**config.mk**
```make
export PLATFORM = sky130hd
export DESIGN_NAME = morse_tx_scheduler
export DESIGN_NICKNAME = d
export VERILOG_FILES = /design/src/rtl/morse_pkg.sv /design/src/rtl/morse_letter_fifo.sv /design/src/rtl/morse_tx_scheduler.sv
export SDC_FILE = /design/constraint.sdc
export NUM_CORES = 1
export LEC_CHECK = 0
export CAP_MARGIN = 10
export CORE_UTILIZATION = 50
export CTS_BUF_LIST = sky130_fd_sc_hd__clkbuf_8
export DETAILED_ROUTE_END_ITERATION = 7
export PLACE_DENSITY_LB_ADDON = 0.15
export SYNTH_ARGS = -nofsm -noshare
export SYNTH_HDL_FRONTEND = slang
export SYNTH_SLANG_ARGS = --single-unit
export TNS_END_PERCENT = 50
```
**constraint.sdc**
```tcl
create_clock -name CLOCK50_i -period 3.1 [get_ports CLOCK50_i]
set_input_delay 0.775 -clock CLOCK50_i [delete_from_list [all_inputs] [get_ports CLOCK50_i]]
set_output_delay 0.775 -clock CLOCK50_i [all_outputs]
set_load 0.02 [all_outputs]
```
**src/rtl/morse_pkg.sv**
```systemverilog
// Shared types and widths for the Morse transmit scheduler.
// Holds the scheduler state enum, the letter length limit and the queue entry layout.
package morse_pkg;

  localparam int MORSE_MAX_LEN = 4;
  localparam int CODE_W        = 4;
  localparam int LEN_W         = 3;
  localparam int IDX_W         = $clog2(MORSE_MAX_LEN);
  localparam int ENTRY_W       = CODE_W + LEN_W;
  localparam int CNT_W         = 8;

  typedef enum logic [2:0] {
    IDLE,
    LOAD,
    MARK,
    SPACE,
    LGAP
  } state_e;

  // Lengths beyond the 4-bit code are meaningless, so they are capped on entry.
  function automatic logic [LEN_W-1:0] clamp_len(input logic [LEN_W-1:0] len);
    return (len > LEN_W'(MORSE_MAX_LEN)) ? LEN_W'(MORSE_MAX_LEN) : len;
  endfunction

endpackage

```
**src/rtl/morse_letter_fifo.sv**
```systemverilog
// Letter queue for the Morse scheduler: DEPTH entries of {code, len}, no bypass.
// A flush empties the queue and wins over a same-cycle push or pop.
module morse_letter_fifo
  import morse_pkg::*;
#(
  parameter int DEPTH = 4
) (
  input  logic               clk_i,
  input  logic               rst_i,
  input  logic               flush_i,
  input  logic               push_i,
  input  logic               pop_i,
  input  logic [ENTRY_W-1:0] wdata_i,
  output logic [ENTRY_W-1:0] rdata_o,
  output logic               full_o,
  output logic               empty_o
);

  localparam int AW = $clog2(DEPTH);
  localparam logic [AW:0] FULL_CNT = (AW+1)'(DEPTH);

  logic [ENTRY_W-1:0] mem_q [DEPTH];
  logic [AW-1:0]      wptr_q, rptr_q;
  logic [AW:0]        count_q;
  logic               do_push, do_pop;

  assign full_o  = (count_q == FULL_CNT);
  assign empty_o = (count_q == '0);
  assign do_push = push_i && !full_o && !flush_i;
  assign do_pop  = pop_i && !empty_o && !flush_i;
  assign rdata_o = mem_q[rptr_q];

  always_ff @(posedge clk_i) begin
    if (do_push) mem_q[wptr_q] <= wdata_i;
  end

  always_ff @(posedge clk_i or posedge rst_i) begin
    if (rst_i) begin
      wptr_q  <= '0;
      rptr_q  <= '0;
      count_q <= '0;
    end else if (flush_i) begin
      wptr_q  <= '0;
      rptr_q  <= '0;
      count_q <= '0;
    end else begin
      if (do_push) wptr_q <= wptr_q + AW'(1);
      if (do_pop)  rptr_q <= rptr_q + AW'(1);
      if (do_push && !do_pop)      count_q <= count_q + (AW+1)'(1);
      else if (do_pop && !do_push) count_q <= count_q - (AW+1)'(1);
    end
  end

endmodule

```
**src/rtl/morse_tx_scheduler.sv**
```systemverilog
// Morse letter scheduler: queues letters and plays their dots/dashes on tick_i timing.
// Optional MORSE_TX_ABORT_EN adds abort_i, which flushes the queue and returns to IDLE.
module morse_tx_scheduler
  import morse_pkg::*;
#(
  parameter int FIFO_DEPTH       = 4,
  parameter int DASH_TICKS       = 3,
  parameter int SYM_GAP_TICKS    = 1,
  parameter int LETTER_GAP_TICKS = 3
) (
  input  logic              CLOCK50_i,
  input  logic              rst_i,
  input  logic              tick_i,
  input  logic              req_valid_i,
  input  logic [CODE_W-1:0] req_code_i,
  input  logic [LEN_W-1:0]  req_len_i,
`ifdef MORSE_TX_ABORT_EN
  input  logic              abort_i,
`endif
  output logic              req_ready_o,
  output logic              dotLed_o,
  output logic              dashLed_o,
  output logic              busy_o,
  output logic              done_o
);

  state_e             state_q, state_d;
  logic [CODE_W-1:0]  code_q, code_d;
  logic [IDX_W-1:0]   idx_q, idx_d;
  logic [CNT_W-1:0]   cnt_q, cnt_d, cnt_inc, mark_ticks;
  logic               dot_q, dot_d, dash_q, dash_d, done_q, done_d;
  logic [ENTRY_W-1:0] fifo_rdata;
  logic [CODE_W-1:0]  fifo_code;
  logic [LEN_W-1:0]   fifo_len, len_m1;
  logic               fifo_full, fifo_empty, abort;

`ifdef MORSE_TX_ABORT_EN
  assign abort = abort_i;
`else
  assign abort = 1'b0;
`endif

  morse_letter_fifo #(
    .DEPTH(FIFO_DEPTH)
  ) u_fifo (
    .clk_i   (CLOCK50_i),
    .rst_i   (rst_i),
    .flush_i (abort),
    .push_i  (req_valid_i),
    .pop_i   (state_q == LOAD),
    .wdata_i ({req_code_i, clamp_len(req_len_i)}),
    .rdata_o (fifo_rdata),
    .full_o  (fifo_full),
    .empty_o (fifo_empty)
  );

  assign fifo_code   = fifo_rdata[ENTRY_W-1:LEN_W];
  assign fifo_len    = fifo_rdata[LEN_W-1:0];
  assign req_ready_o = !fifo_full;
  assign busy_o      = (state_q != IDLE) || !fifo_empty;
  assign dotLed_o    = dot_q;
  assign dashLed_o   = dash_q;
  assign done_o      = done_q;

  always_comb begin
    state_d    = state_q;
    code_d     = code_q;
    idx_d      = idx_q;
    cnt_d      = cnt_q;
    done_d     = 1'b0;
    cnt_inc    = cnt_q + CNT_W'(1);
    len_m1     = fifo_len - LEN_W'(1);
    mark_ticks = code_q[idx_q] ? CNT_W'(DASH_TICKS) : CNT_W'(1);

    case (state_q)
      IDLE: if (!fifo_empty) state_d = LOAD;
      LOAD: begin
        code_d = fifo_code;
        idx_d  = len_m1[IDX_W-1:0];
        state_d = (fifo_len == '0) ? LGAP : MARK;
      end
      MARK: if (tick_i) begin
        if (cnt_inc >= mark_ticks) state_d = (idx_q != '0) ? SPACE : LGAP;
        else cnt_d = cnt_inc;
      end
      SPACE: if (tick_i) begin
        if (cnt_inc >= CNT_W'(SYM_GAP_TICKS)) begin
          state_d = MARK;
          idx_d   = idx_q - IDX_W'(1);
        end else cnt_d = cnt_inc;
      end
      LGAP: if (tick_i) begin
        if (cnt_inc >= CNT_W'(LETTER_GAP_TICKS)) begin
          state_d = IDLE;
          done_d  = 1'b1;
        end else cnt_d = cnt_inc;
      end
      default: state_d = IDLE;
    endcase

    // Every state entry starts a fresh tick count, so LOAD-cycle ticks never leak in.
    if (state_d != state_q) cnt_d = '0;

    if (abort) begin
      state_d = IDLE;
      cnt_d   = '0;
      done_d  = 1'b0;
    end

    // LEDs are registered from the next state so they switch cleanly on the clock edge.
    dot_d  = (state_d == MARK) && !code_d[idx_d];
    dash_d = (state_d == MARK) && code_d[idx_d];
  end

  always_ff @(posedge CLOCK50_i or posedge rst_i) begin
    if (rst_i) begin
      state_q <= IDLE;
      code_q  <= '0;
      idx_q   <= '0;
      cnt_q   <= '0;
      dot_q   <= 1'b0;
      dash_q  <= 1'b0;
      done_q  <= 1'b0;
    end else begin
      state_q <= state_d;
      code_q  <= code_d;
      idx_q   <= idx_d;
      cnt_q   <= cnt_d;
      dot_q   <= dot_d;
      dash_q  <= dash_d;
      done_q  <= done_d;
    end
  end

endmodule

```
==> impl_metrics.tcl, run 1 <==
set metrics [dict create \
    status "complete, but fails checks" \
    violations "negative setup slack" \
    finalHoldWorstSlack_ns 0.4998 \
    max_stage_delay_on_crit_path_ns 0.47 \
    path_max_fanout 4 \
    max_clock_freq_mhz 314.6 \
    yosys.area.top_type "sky130_fd_sc_hd__edfxtp_1" \
    layout.nets 286 \
    syn-instance-count 210 \
    layout_setup_ws_ns -0.07853 \
    synth_edf_count 28 \
    critical_path.reg2reg.endpoint "cnt_q[3]" \
    maxCapViolations 0 \
    route.detailed.wl_per_inst_um 16.01 \
    dp_hpwl_um 3867 \
    syn2layout_area_growth_pct 27.10 \
    netlist_top_cells_area "sky130_fd_sc_hd__edfxtp_1 (31%), sky130_fd_sc_hd__dfrtp_1 (25%), sky130_fd_sc_hd__mux4_2 (5.8%)" \
    synthDominantCellAreaShare_pct 31.02 \
    buffer_ports.inserted 15 \
    floorplan.die_area_sq_um 5718 \
    worst-endpoint-arrival_ns 2.40 \
    worst-path-buf-inv 2 \
    totalWireLength_um 5348 \
    grt_setup_unrepaired "true" \
    synth_warnings 0 \
    cts_max_level 2 \
    critPathMostFrequentCell "sky130_fd_sc_hd__buf_6" \
    antenna_found_initial 0 \
    synth.net_count 233 \
    place_worst_setup_slack_ns -0.5097 \
    avgSynthCellArea_sq_um 12.91 \
    reg2reg_setup_slack_ns 0.10 \
    clockRootBuffer "sky130_fd_sc_hd__clkbuf_8" \
    fraction_of_layout_instances_using_a_drive_strength_above_1_pct 31.44 \
    vias_in_the_first_global_route 1902 \
    min-delay-path-class "flip-flop to flip-flop" \
    count_of_pins_over_their_slew_limit 0 \
    timing.critical_path.from_type "flip-flop" \
    grt_use_total_pct 21.30 \
    power_mw 3.164 \
    crit_path_end_kind "output pin" \
    layout.cells.most_common "sky130_fd_sc_hd__buf_4" \
    synthFlopType "sky130_fd_sc_hd__edfxtp_1" \
    reg2regPathDepth 16 \
    routabilityCongestion 0.8075 \
    relSlewSlack_pct 67.61 \
    setup_viol_count_final 1 \
    synthArstFlopShare_pct 49.09 \
    critPathRequiredTime_ns 2.32 \
    crit_family "simple AND/OR/NAND/NOR gates" \
    critPathLaunch "cnt_q[1]" \
    finalClockSkew_ns 0.008408 \
    initialDrtViolationCount 77 \
    fin_tns_setup_ns -0.07853 \
    clock_sink_count 55 \
    die_width_um 75.62 \
    grt_pass1_wl_um 8694 \
    cts_made_buffers 5 \
    vias_per_cell 5.458 \
    synth_seq_area_share_pct 55.96 \
    summed_instance_area_of_the_synthesized_netlist_sq_um 2710 \
    ys_seq_elements 55 \
    cpMaxStageDelayCell "sky130_fd_sc_hd__dfrtp_2" \
    path_clk_slew_ns 0.10 \
    post_cts_hold_fix_bufs 0 \
    io_pins 16 \
    clock_path_buffers 2 \
    path_cells "buf_6, and4_4, a211oi_4, o22ai_2, or3_4, a31oi_1, o21ai_1, nand3b_1, buf_6" \
    core_sq_um 5172 \
    post_synth_num_cell_types 53 \
    detailedRoute.firstPassIterationCount 4 \
    route.vias.total 1823 \
    max_ir_drop_vdd_v 0.0005208 \
    hold_violations 0 \
    crit_type "flip-flop to output pin" \
    fin_crit_ns 3.179 \
    leakagePower_nw 1.399 \
    die-height_um 75.62 \
    grt.overflow.total 0 \
    tightestPinTransition_ns 0.4821 \
    endpoint "busy_o" \
    critical_path_depth 9 \
    final.period_utilization_pct 102.5 \
    fin_util_pct 66.59 \
    rows 26 \
    initial_core_util_pct 52.39 \
    clock_insertion_delay_worst_skew_ns 0.31 \
    cts_tree "yes" \
    drc_errors 0 \
    diodes 0 \
    power-per-cell-area_nw_per_um2 918.4 \
    mostFrequentLayoutCells "sky130_fd_sc_hd__buf_4 (32), sky130_fd_sc_hd__edfxtp_1 (28), sky130_fd_sc_hd__dfrtp_1 (25)" \
    worst_r2r_startpoint "cnt_q[1]" \
    largest_net_degree_at_the_start_of_global_routing 28 \
    route.antenna.remaining_nets 0 \
]
worst min path at each step:
stage	start	endpoint	slack, ns	cells past startpoint
finish	u_fifo.count_q[2]	u_fifo.count_q[2]	0.50	1
floorplan	u_fifo.count_q[2]	u_fifo.count_q[2]	0.46	1
detailed placement	u_fifo.count_q[2]	u_fifo.count_q[2]	0.49	1
global route	u_fifo.count_q[2]	u_fifo.count_q[2]	0.55	1
global placement	u_fifo.count_q[2]	u_fifo.count_q[2]	0.49	1
CTS	u_fifo.count_q[2]	u_fifo.count_q[2]	0.50	1
power breakdown:
| group | internal (mW) | switching (mW) | total (mW) |
|---|---|---|---|
| registers | 0.980 | 0.165 | 1.15 |
| clock network | 0.171 | 0.244 | 0.415 |
| logic | 0.846 | 0.756 | 1.60 |
synthesized netlist by cell type (all sizes together), types with 2 or more instances:
| library cell | instances |
|---|---|
| a21boi | 2 |
| a21oi | 4 |
| a31o | 2 |
| a31oi | 5 |
| and2 | 7 |
| and3 | 6 |
| and3b | 2 |
| and4 | 2 |
| buf | 2 |
| clkbuf | 4 |
| dfrtp | 27 |
| edfxtp | 28 |
| ha | 11 |
| inv | 14 |
| mux2 | 5 |
| mux2i | 2 |
| mux4 | 8 |
| nand2 | 10 |
| nand2b | 3 |
| nand3b | 2 |
| nand4 | 2 |
| nor2 | 16 |
| nor2b | 4 |
| nor3 | 6 |
| nor3b | 3 |
| o211ai | 3 |
| o21ai | 4 |
| o22ai | 3 |
| xnor2 | 5 |
| xor2 | 4 |
cell families (layout without fill, tap and decap cells):
kind of cell	count (synthesis)	in the layout	synth area share [%]
AO/OA/AOI/OAI	31	31	9.049
multiplexers	15	15	9.556
XOR/XNOR	9	9	2.908
buffers and inverters	20	74	2.862
AND/OR/NAND/NOR	68	68	13.85
flip-flops	55	55	55.96
adder cells (fa/ha/maj)	12	12	5.817
final cells by class:
| class | count | area (sq um) |
|---|---|---|
| clock buffer | 5 | 68.82 |
| inverter | 14 | 52.55 |
| sequential | 55 | 1519 |
| timing repair buffer | 52 | 447.9 |
| tap | 70 | 87.58 |
| clock inverter | 3 | 28.78 |
| multi-input combinational | 135 | 1240 |
| fill | 381 | 1728 |
per-layer routing:
| layer | track usage [%] | vias to the layer above | share of wire (%) |
|---|---|---|---|
| li1 | - | 877 | - |
| met1 | 24.85 | 901 | 42 |
| met2 | 38.00 | 34 | 53 |
| met3 | 3.968 | 11 | 2.3 |
| met4 | 10.08 | 0 | 2.5 |
| met5 | 0 | - | 0 |
state kept, by name (all words and copies together), names as in the netlist, 2 cells and up:
| name | count |
|---|---|
| u_fifo.rptr_q | 2 |
| cnt_q | 8 |
| idx_q | 2 |
| u_fifo.mem_q | 28 |
| state_q | 3 |
| u_fifo.wptr_q | 2 |
| u_fifo.count_q | 3 |
| code_q | 4 |
stage by stage:
| step | instances | cell area (sq um) |
|---|---|---|
| after floorplan | 210 | 2710 |
| after global placement | 314 | 3110 |
| after detailed placement | 314 | 3110 |
| after CTS | 334 | 3421 |
| after global routing | 334 | 3445 |
| final | 334 | 3445 |
repair_timing:
item,CTS,global route
endpoints found under the setup margin,1,7
gates cloned,0,0
gates resized for setup,28,5
setup buffers,12,0
pin swaps,10,3
No activity file was read; power rests on OpenSTA's default activity.
==> inputs of run 2 (changes only) <==
ABC_AREA = 1   (was unset)
CELL_PAD_IN_SITES_DETAIL_PLACEMENT = 0   (was unset)
CELL_PAD_IN_SITES_GLOBAL_PLACEMENT = 2   (was unset)
CORE_MARGIN = 2   (was unset)
CORE_UTILIZATION = 40   (was 50)
==> impl_metrics.tcl, run 2 <==
set metrics [dict create \
    status "finished, final reports clean" \
    finalClockSkew_ns 0.01046 \
    timing.critical_path.from_type "flip-flop" \
    avgSynthCellArea_sq_um 9.516 \
    synth.top_cells.by_count "sky130_fd_sc_hd__nand2_1 (69), sky130_fd_sc_hd__inv_1 (34), sky130_fd_sc_hd__nor2_1 (32)" \
    mostFrequentLayoutCells "sky130_fd_sc_hd__nand2_1 (69), sky130_fd_sc_hd__inv_1 (34), sky130_fd_sc_hd__nor2_1 (32), sky130_fd_sc_hd__edfxtp_1 (28), sky130_fd_sc_hd__dfrtp_1 (27)" \
    layout_setup_ws_ns 0.5255 \
    rows 31 \
    cts_repair_resize_count 0 \
    hold_violations 0 \
    floorplan.die_area_sq_um 7928 \
    vias_per_cell 4.563 \
    synthMostInstantiatedCell "sky130_fd_sc_hd__nand2_1" \
    largest_net_degree_at_the_start_of_global_routing 28 \
    reg2regPathDepth 9 \
    cts_made_buffers 5 \
    crit_type "flip-flop to output pin" \
    fin_tns_setup_ns 0 \
    layout.nets 351 \
    clock_insertion_delay_worst_skew_ns 0.31 \
    reg2reg_setup_slack_ns 0.86 \
    whs_endpoint "u_fifo.count_q[2]" \
    clock_path_buffers 2 \
    relSlewSlack_pct 58.48 \
    diodes 0 \
    critical_path.reg2reg.endpoint "u_fifo.count_q[1]" \
    die-height_um 89.04 \
    cts_max_level 2 \
    route.antenna.remaining_nets 0 \
    initial_core_util_pct 40.53 \
    clock_sink_count 55 \
    route.vias.total 1953 \
    count_of_pins_over_their_slew_limit 0 \
    fraction_of_layout_instances_using_a_drive_strength_above_1_pct 15.50 \
    power-per-cell-area_nw_per_um2 918.1 \
    post_synth_num_cell_types 34 \
    yosys.area_share.simple_pct 26.25 \
    synthFlopType "sky130_fd_sc_hd__edfxtp_1" \
    final.fill_count 734 \
    cts_tree "yes" \
    dp_hpwl_um 4005 \
    grt_pass1_wl_um 8859 \
    maxCapViolations 0 \
    largest_register_ff_count 28 \
    synth_seq_area_share_pct 52.42 \
    path_clk_slew_ns 0.11 \
    synthArstFlopShare_pct 49.09 \
    totalWireLength_um 5237 \
    layout.cells.most_common "sky130_fd_sc_hd__nand2_1" \
    critPathRequiredTime_ns 2.32 \
    synth.net_count 327 \
    route.detailed.wl_per_inst_um 12.24 \
    yosys.area.top_type "sky130_fd_sc_hd__edfxtp_1" \
    synthDominantCellAreaShare_pct 29.07 \
    setup_viol_count_final 0 \
    leakagePower_nw 1.377 \
    place_worst_setup_slack_ns 0.5274 \
    initialDrtViolationCount 48 \
    max_clock_freq_mhz 388.4 \
    buffer_ports.inserted 15 \
    tightestPinTransition_ns 0.6206 \
    biggestRegsByFlops "u_fifo.mem_q: 28 flops, cnt_q: 8 flops, code_q: 4 flops" \
    die_width_um 89.04 \
    synth_edf_count 28 \
    detailedRoute.firstPassIterationCount 4 \
    grt_use_total_pct 14.67 \
    io_pins 16 \
    max_flop_register "u_fifo.mem_q" \
    post_cts_buffers 0 \
    synth_top_family_by_area "simple AND/OR/NAND/NOR gates" \
    synth.area.mux_share_pct 0.3893 \
    grt_setup_unrepaired "false" \
    worst-endpoint-arrival_ns 1.80 \
    summed_instance_area_of_the_synthesized_netlist_sq_um 2893 \
    path_max_fanout 5 \
    core_sq_um 7137 \
    synthXorXnorAreaFrac_pct 2.119 \
    synth_warnings 0 \
    hold_path_depth 1 \
    syn2layout_area_growth_pct 13.54 \
    hp-start "u_fifo.count_q[2]" \
    fin_crit_ns 2.574 \
    post_synthesis_compound_gate_area_fraction_pct 7.829 \
    fin_cells 428 \
    grt.overflow.total 0 \
    drc_errors 0 \
    post_cts_hold_fix_bufs 0 \
    crit_path_end_kind "output pin" \
    syn-instance-count 304 \
    synth_adder_area_share_pct 5.450 \
    min-delay-path-class "flip-flop to flip-flop" \
    vias_in_the_first_global_route 1881 \
    ys_seq_elements 55 \
    clockRootBuffer "sky130_fd_sc_hd__clkbuf_8" \
    antenna_found_initial 0 \
    cell_count_after_placement 420 \
    netlist_top_cells_area "sky130_fd_sc_hd__edfxtp_1 (29%), sky130_fd_sc_hd__dfrtp_1 (23%), sky130_fd_sc_hd__nand2_1 (9.0%)" \
    max_ir_drop_vdd_v 0.0003896 \
    routabilityCongestion 0.7346 \
    worst_r2r_startpoint "state_q[2]" \
    final.period_utilization_pct 83.05 \
]
==> run 2: area by class of cell <==
| class | instances | area (sq um) | area share [%] |
|---|---|---|---|
| well taps | 99 | 123.9 | 3.771 |
| repair buffers | 21 | 195.2 | 5.943 |
| clock inverters | 3 | 28.78 | 0.8762 |
| multi-input cells | 209 | 1216 | 37.03 |
| clock buffers | 5 | 68.82 | 2.095 |
| flip-flops and latches | 55 | 1516 | 46.17 |
| inverters | 36 | 135.1 | 4.114 |
==> run 2: worst max-delay path by stage <==
stage / startpoint / endpoint / slack [ns]
finish: state_q[1] / busy_o / 0.53
global route: state_q[1] / busy_o / 0.38
CTS: state_q[1] / busy_o / 0.49
detailed placement: req_valid_i / u_fifo.count_q[2] / 0.53
global placement: req_valid_i / u_fifo.count_q[2] / 0.56
floorplan: state_q[2] / u_fifo.count_q[1] / 0.99
==> run 2: report_power, final <==
part,internal (mW),switching (mW)
Sequential,0.978,0.137
Combinational,0.545,0.935
Clock,0.171,0.249
Total,1.69,1.32
==> run 2: layer usage <==
layer  GRT usage, %  routed length, um
met1          19.45               2482
met2          24.97               2552
met3          3.047                155
met4          3.256                 46
met5              0                  0
==> run 2: kinds of logic after synthesis <==
group	after synthesis
fa+ha+maj	12
flops	55
mux	1
simple gates	154
compound gates	35
xor+xnor	7
buf+inv	40
==> run 2: critical path, stage by stage, from the launching register on <==
cell,delay [ns]
sky130_fd_sc_hd__dfrtp_1,0.44
sky130_fd_sc_hd__nor2_1,0.17
sky130_fd_sc_hd__inv_1,0.09
sky130_fd_sc_hd__nor2_1,0.17
sky130_fd_sc_hd__nand2_1,0.07
sky130_fd_sc_hd__clkdlybuf4s50_1,0.53
==> run 2: through the flow <==
| step | power [mW] | hold slack, ns | util (%) | instance area, sq um |
|---|---|---|---|---|
| floorplan | 2.239 | 0.4686 | - | 2893 |
| finish | 3.015 | 0.5037 | 46.02 | 3284 |
| global placement | 2.636 | 0.4925 | 44.65 | 3187 |
| CTS | 3.075 | 0.5132 | 46.02 | 3284 |
| global route | 3.300 | 0.5524 | 46.02 | 3284 |
| detailed placement | 2.643 | 0.4992 | 44.65 | 3187 |
